--- src/rtl/pipe_hold_wdt.sv ---
// ============================================================================
// Module  : pipe_hold_wdt
// Brief   : Saturating consecutive-hold counter with a sticky timeout flag.
// Revision: 1.0
// ============================================================================
`default_nettype none

module pipe_hold_wdt #(
  parameter int WDT_LIMIT = 1024,
  parameter int WDT_W     = $clog2(WDT_LIMIT + 1)
) (
  input  logic clk,
  input  logic rst,
  input  logic hold_active,
  output logic hold_timeout
);

  localparam logic [WDT_W-1:0] c_limit = WDT_LIMIT[WDT_W-1:0];

  logic [WDT_W-1:0] r_cnt;
  logic [WDT_W-1:0] w_cnt_nxt;
  logic             r_timeout;

  always_comb begin
    w_cnt_nxt = r_cnt;
    if (!hold_active)
      w_cnt_nxt = '0;
    else if (r_cnt != c_limit)
      w_cnt_nxt = r_cnt + 1'b1;
  end

  // Flag rises on the same edge the count lands on the limit.
  always_ff @(posedge clk or negedge rst) begin
    if (!rst) begin
      r_cnt     <= '0;
      r_timeout <= 1'b0;
    end else begin
      r_cnt     <= w_cnt_nxt;
      r_timeout <= r_timeout | (w_cnt_nxt == c_limit);
    end
  end

  assign hold_timeout = r_timeout;

endmodule

`default_nettype wire

--- config.mk ---
export PLATFORM = sky130hd
export DESIGN_NAME = pipe_hold_wdt
export DESIGN_NICKNAME = d
export VERILOG_FILES = /design/src/rtl/pipe_hold_wdt.sv
export SDC_FILE = /design/constraint.sdc
export NUM_CORES = 1
export LEC_CHECK = 0
export ABC_AREA = 1
export CAP_MARGIN = 30
export CORE_AREA = 2 2 54 56
export DETAILED_ROUTE_END_ITERATION = 8
export DIE_AREA = 0 0 56 58
export PLACE_DENSITY = 0.56
export RECOVER_POWER = 50
export SKIP_CTS_REPAIR_TIMING = 1
export SLEW_MARGIN = 0
export SYNTH_ARGS = -nofsm -noshare
export SYNTH_HDL_FRONTEND = slang
export SYNTH_SLANG_ARGS = --single-unit
--- constraint.sdc ---
create_clock -name clk -period 1.4 [get_ports clk]
set_input_delay 0.28 -clock clk [delete_from_list [all_inputs] [get_ports clk]]
set_output_delay 0.28 -clock clk [all_outputs]
set_load 0.005 [all_outputs]
# Word level (Yosys, flattened, before mapping)
# Index checks and enable logic that the tools add are counted.
[totals]
in_bits = 3
output_inout_bits = 1
word_cells = 8
ff_bits = 12
[classes]
n_eq_ne = 2
n_mux = 2
add_sub_neg = 1
bitwise_logic = 1
[op_table]
columns = ["operator", "count"]
rows = [
  ["2-to-1 mux 11 bit", 2],
  ["adder 11 x 1 -> 11 bit (second input constant)", 1],
  ["equality test 11 bit (second input constant)", 1],
  ["!= test 11 bit (second input constant)", 1],
  ["OR 1 bit", 1],
]

# Depth between registers and ports, before layout
# Gate-level depths: netlist of run 1.
[depth]
word_depth = 5
depth_mapped = 11
depth_no_buf = 11

# Least setup slack after synthesis of run 1
# No wires, ideal clock.
[synth_path]
kind = "flip-flop to flip-flop"
from = "register r_cnt[0]"
to = "register r_timeout (netlist: hold_timeout)"
setup_ns = 0.065
arrival_ns = 1.302
stages_incl_launch_ff = 10
setup_slack_ns = 0.034
synth_period_minus_slack_ns = 1.366
t_required_ns = 1.335
path_buffers = 0
cell_sequence = "dfrtp_1 > ha_1 > nand2_2 > nor2_2 > or2_1 > nand3_1 > nand3_1 > nor2_1 > nand3_1 > nand2_1"
[synth_between]
elab_chain_cells = 5
elab_cells_between_ends = 6
cone_classes = "add/sub: 1; eq/ne: 2; mux: 2; bitwise: 1"
[synth_lines]
columns = ["item", "line", "rtl"]
rows = [
  ["start: declaration", "20", "logic [WDT_W-1:0] r_cnt;"],
  ["start signal: assignment", "38", "r_cnt <= w_cnt_nxt;"],
  ["adder 11 x 1 -> 11 bit or != test 11 bit (tied branches)", "29, 28", ""],
  ["2-to-1 mux 11 bit (*)", "28", "else if (r_cnt != c_limit)"],
  ["2-to-1 mux 11 bit (*)", "26", "if (!hold_active)"],
  ["equality test 11 bit (*)", "39", "r_timeout <= r_timeout | (w_cnt_nxt == c_limit);"],
  ["OR 1 bit (*)", "39", ""],
  ["end signal: assignment", "39", ""],
  ["end: declaration", "22", "logic r_timeout;"],
]
# Every way passes the cells marked *; elsewhere a longest branch is shown, timed or not.

# Worst setup path in the final report of run 1
[layout_path]
from = "register r_cnt[0]"
to = "register r_cnt[0]"
[layout_between]
elab_chain_cells = 3
elab_cells_between_ends = 4
cone_classes = "add/sub: 1; eq/ne: 1; mux: 2"
[layout_lines]
columns = ["item", "line", "rtl"]
rows = [
  ["adder 11 x 1 -> 11 bit or != test 11 bit (tied branches)", "29, 28", ""],
  ["2-to-1 mux 11 bit (*)", "28", ""],
  ["2-to-1 mux 11 bit (*)", "26", ""],
  ["named net w_cnt_nxt[0]", "21", "logic [WDT_W-1:0] w_cnt_nxt;"],
]
# The timed path passes the listed nets; every way through them passes the cells marked *.

==> results of run 1 <==
worst paths after layout:
path	slack (ns)	end	cells past startpoint	from
setup / recovery	-0.06	r_cnt[0]	10	r_cnt[0]
hold / removal	0.47	hold_timeout	2	hold_timeout
setup reg to reg	-0.06	r_cnt[0]	10	r_cnt[0]
hold reg to reg	0.47	hold_timeout	2	hold_timeout
max in group asynchronous	0.39	r_cnt[2]	2	rst
min in group asynchronous	0.53	r_cnt[3]	2	rst
per-stage QoR:
stage               power (mW)  area, um^2  utilization [%]  cells
finish                   0.763        1000             37.6    161
global placement         0.473         940             35.3    156
floorplan                0.417         768                -    110
detailed placement       0.475         940             35.3    156
global route             0.803        1000             37.6    161
CTS                      0.769         976             36.7    160
worst max-delay path, stage by stage (launching register included):
cell and delay [ns]:
dfrtp_1 0.41, inv_1 0.09, ha_2 0.18, inv_1 0.04, nor2_1 0.08, nand3_1 0.07, o21bai_1 0.12, nand3_1 0.12
buf_4 0.15, buf_4 0.12, inv_1 0.04
cells by family (layout without fill, tap and decap cells):
family | count (synthesis) | after routing
XOR/XNOR | 1 | 1
AND/OR/NAND/NOR | 69 | 69
buffers and inverters | 21 | 41
adder cells (fa/ha/maj) | 2 | 2
AO/OA/AOI/OAI | 5 | 5
flip-flops | 12 | 12
state kept, by name, indices dropped and copies added (netlist names):
signal / count
r_cnt: 11
hold_timeout: 1
power groups by stage:
stage | clock network, mW | logic [mW] | registers [mW]
after floorplan | 0 | 0.0471 | 0.369
after global routing | 0.314 | 0.125 | 0.364
after global placement | 0 | 0.105 | 0.368
final | 0.289 | 0.112 | 0.363
after detailed placement | 0 | 0.106 | 0.369
after CTS | 0.300 | 0.107 | 0.362
cell usage in the layout, fill, tap and decap left out, drive strengths merged:
cell type	n
xor2	1
dlymetal6s2s	1
nor2	17
dfrtp	12
ha	2
clkdlybuf4s50	1
nor3	1
nand4	2
nand3	18
clkbuf	5
a21oi	2
o21bai	1
nand2	30
buf	13
dlygate4sd3	1
o21ai	2
inv	20
or2	1
final cells by class:
cell class	instances	area share [%]
flip-flops and latches	12	30.1
repair buffers	17	14.6
inverters	20	7.50
clock buffers	4	3.62
multi-input cells	77	40.2
well taps	31	3.88
per-layer routing:
layer / vias to the layer above / part of all wire, %
li1: 380 / -
met1: 338 / 46
met2: 10 / 47
met3: 7 / 2.3
met4: 0 / 4.4
met5: - / 0
==> reports/metrics.cfg, run 1 <==
[clocking]
cts-buffers-inserted=3
cts_tree=done
cts_sinks=12
clk_pin_slew_ns=0.08
htreeDepth=1
root_buffer=clkbuf_4
clkLatencyLatePin_ns=0.29
clockBufferDepth=2

[layout]
drive_above_1_share_pct=23.8
multi_input_area_um2=403
area_growth_pct=30.3
num_antenna_cells=0
final_nets=136
fill_cells=284
seq_area_um2=302

[synthesis]
synth.distinct_cells=20
synth.most_common_cell=nand2_1
synth_warnings=0
synth_top_family_by_area=simple AND/OR/NAND/NOR gates
yosys-top-cells-area=dfrtp_1 (39%), nand2_1 (14%), nand3_1 (10%)
synth-xor-area-share_pct=1.14
synth_mux_area_share_pct=0
ys.flop_type=dfrtp_1
syn_nets=115
synth_cells=110
synthSimpleGateAreaFrac_pct=41.7
synth-compound-area-share_pct=4.07
synth_commonest_cells=nand2_1 (28), inv_1 (20), nand3_1 (16)
async_reset_ff_share_pct=100
post_synth_instance_area_um2=768
avgSynthCellArea_um2=6.98
synth_edf_count=0
synth_top_area_share_pct=39.1
synth_seq_area_share_pct=39.1
synth_adder_area_share_pct=3.26
synth_top_cell_by_area=dfrtp_1
ys_ff_latch=12

[global_routing]
grt_pass1_wl_um=3050
grt_max_degree=13
overflow=0
use_met1_pct=15.1
grt_use_met3_pct=1.56
grt_busiest_layer=met2
grt.met2_usage_pct=19.5
antenna_found_initial=0
grt_usage_pct=12.3
grt_pass1_vias=728

[sta]
postLayoutSetupSlackWorst_ns=-0.0599
tns_ns=-0.117
slew_headroom_pct=54.0
grt_setup_unrepaired=yes
hold_slack_ns=0.467
setup_viol=2
skew_ns=0.00685
fmax_mhz=685
worst_pin_slew_ns=0.690
drv_slew=0
hold_viol_final=0
period_share_pct=104
fin_crit_ns=1.46

[power_and_ir_drop]
p_seq_share_pct=47.5
pwr-share-comb_pct=14.6
p_leak_nw=0.528
switching_share_pct=25.5
clock_power_share_pct=37.8
power.switching_uw=195
p_int_uw=569
peakVddDrop_mv=0.475
powerDensity_nw_per_um2=763

[detailed_routing]
wirelength_um=1780
drtAntennaViolNets=0
firstDrtPassIters=4
routed-via-count=735
initialDrtViolationCount=23
drc=0
drt-wirelength-per-cell_um=11.1
via_per_inst=4.57

[critical_path]
start_kind=flip-flop
critPathCaptureType=flip-flop
criticalPathCategory=reg -> reg
crit_arrival_ns=1.70
cp.required_ns=1.64
cp_max_fo=3

[hold_path]
hp-class=reg -> reg

[place]
hpwlAfterDp_um=1330
place_congestion=0.822
dp_slack_ns=-0.0766
portBuffers=3

[floorplanning]
dieArea_um2=3250
core_um2=2660
start_util_pct=28.9
die_w_um=56
fp.dieH_um=58
io_pins=4
placementRows=19

[outcome]
violations=setup timing
outcome=finished with violations

[flow_run]
drv_cap=0

Note: power is estimated with default switching activity, not from simulation.
==> inputs of run 2 (changes only) <==
- CORE_AREA: 2 2 54 56 -> 2 2 57 54
- DIE_AREA: 0 0 56 58 -> 0 0 59 56
- PLACE_DENSITY: 0.56 -> 0.55
==> run 2 against run 1 <==
Effect of this change: the run still ends with setup timing left; global-route usage is 0.96 points lower; sequential cell count stayed put; critical path depth is 1 lower; largest power group unchanged; highest routed layer unchanged.
==> reports/metrics.cfg, run 2 (synthesized netlist as in run 1, its figures left out) <==
[place]
dp_slack_ns=-0.114  ; was -0.0766 ns
portBuffers=3  ; unchanged
place_congestion=0.806  ; was 0.822
post-place-cells=159  ; was 156
hpwlAfterDp_um=1330  ; about the same
placed_area_um2=956  ; was 940 um^2

[critical_path]
path_depth=9  ; was 10
slowest_stage=dfrtp_1  ; unchanged
cp.required_ns=1.62  ; was 1.64 ns
path_delay_family=simple AND/OR/NAND/NOR gates  ; was buffers and inverters
cp_max_fo=4  ; was 3
crit_start=r_cnt[1]  ; was r_cnt[0]
criticalPathCategory=reg -> reg  ; unchanged
crit_path_frequent_cell=nand3_1  ; was inv_1
timing.rr.end=hold_timeout  ; was r_cnt[0]
crit_arrival_ns=1.73  ; was 1.70 ns
reg2regPathDepth=9  ; was 10
reg2reg_slack_ns=-0.11  ; was -0.06 ns
path_buf_inv=0  ; was 5
start_kind=flip-flop  ; unchanged
slowest_delay_ns=0.42  ; was 0.41 ns
worstPathCellList=ha_2 > nand2_2 > nor2_4 > or2_1 > nand3_1 > nand3_2 > nor2_2 > nand3_1 > nand2_1  ; was inv_1 > ha_2 > inv_1 > nor2_1 > nand3_1 > o21bai_1 > nand3_1 > buf_4 > buf_4 > inv_1
regToRegStartpoint=r_cnt[1]  ; was r_cnt[0]
critPathCaptureType=flip-flop  ; unchanged

[layout]
multi_input_area_um2=428  ; was 403 um^2
fill_cells=276  ; was 284
layout_commonest_cell=nand2_1  ; unchanged
seq_area_um2=302  ; unchanged
num_antenna_cells=0  ; unchanged
fin_util_pct=39.2  ; was 37.6%
final_nets=142  ; was 136
drive_above_1_share_pct=31.9  ; was 23.8%
regMostFlops=r_cnt  ; unchanged
area_growth_pct=35.5  ; was 30.3%
design_area_um2=1040  ; was 1000 um^2
fin_cells=165  ; was 161
most-common-layout-cells=nand2_1 (24), buf_4 (19), inv_1 (17), nand3_1 (15), nor2_1 (12)  ; was nand2_1 (28), inv_1 (20), nand3_1 (15), nor2_1 (12), buf_4 (12)
largest_register_ffs=11  ; unchanged

[sta]
fmax_mhz=662  ; was 685 MHz
fin_crit_ns=1.51  ; was 1.46 ns
period_share_pct=108  ; was 104%
drv_slew=0  ; unchanged
grt_setup_unrepaired=yes  ; unchanged
hold_viol_final=0  ; unchanged
postLayoutSetupSlackWorst_ns=-0.110  ; was -0.0599 ns
tns_ns=-0.262  ; was -0.117 ns
skew_ns=0.00570  ; was 0.00685 ns
slew_headroom_pct=57.6  ; was 54.0%
worst_pin_slew_ns=0.637  ; was 0.690 ns
hold_slack_ns=0.474  ; was 0.467 ns
setup_viol=5  ; was 2

[global_routing]
overflow=0  ; unchanged
grt_max_degree=13  ; unchanged
grt_usage_pct=11.3  ; was 12.3%
grt_pass1_vias=732  ; was 728
antenna_found_initial=0  ; unchanged
grt_pass1_wl_um=2940  ; was 3050 um

[clocking]
cts_sinks=12  ; unchanged
cts-buffers-inserted=3  ; unchanged
root_buffer=clkbuf_4  ; unchanged
clkLatencyLatePin_ns=0.28  ; was 0.29 ns
clk_pin_slew_ns=0.07  ; was 0.08 ns
cts_tree=done  ; unchanged
htreeDepth=1  ; unchanged
clockBufferDepth=2  ; unchanged

[detailed_routing]
firstDrtPassIters=4  ; unchanged
drtAntennaViolNets=0  ; unchanged
drc=0  ; unchanged
drt-wirelength-per-cell_um=10.6  ; was 11.1 um
wirelength_um=1760  ; was 1780 um
initialDrtViolationCount=14  ; was 23
routed-via-count=761  ; was 735
via_per_inst=4.61  ; was 4.57

[power_and_ir_drop]
peakVddDrop_mv=0.437  ; was 0.475 mV
p_total_uw=706  ; was 763 uW
p_leak_nw=0.556  ; was 0.528 nW
powerDensity_nw_per_um2=678  ; was 763 nW/um^2

[hold_path]
holdPathEnd=hold_timeout  ; unchanged
whs_path_depth=2  ; unchanged
min-delay-start=hold_timeout  ; unchanged
hp-class=reg -> reg  ; unchanged

[outcome]
violations=setup timing  ; unchanged
outcome=finished with violations  ; unchanged

[floorplanning]
start_util_pct=28.9  ; about the same
core_um2=2660  ; about the same
die_w_um=59  ; was 56 um
fp.dieH_um=56  ; was 58 um
dieArea_um2=3300  ; was 3250 um^2
io_pins=4  ; unchanged
placementRows=18  ; was 19

[flow_run]
drv_cap=0  ; unchanged

run 2: metal layers:
metal  global-route usage [%]  routed length [um]
met1                     14.1                 768
met2                     19.2                 889
met3                    0.698                  57
met5                        0                   0
met4                     5.84                  41
run 2: how the worst max path moves through the flow:
stage | end | slack (ns)
6_report | hold_timeout | -0.11
5_1_grt | hold_timeout | -0.24
4_1_cts | hold_timeout | -0.07
3_5_place_dp | hold_timeout | -0.11
3_3_place_gp | hold_timeout | -0.11
2_1_floorplan | hold_timeout | 0.03
run 2: final cells by class:
type,instances,area share [%]
timing repair buffer,23,16.9
clock buffer,3,2.16
tap,30,3.61
multi-input combinational,77,41.1
sequential,12,29.0
inverter,20,7.21
run 2: power breakdown:
part / internal, mW / switching (mW)
Sequential: 0.354 / 0.0102
Clock: 0.0999 / 0.114
Combinational: 0.0684 / 0.0599
run 2: tightest hold or removal path, cell delays in order (launching register included):
cell and delay (ns):
dfrtp_1 0.35, inv_1 0.04, nand2_1 0.05
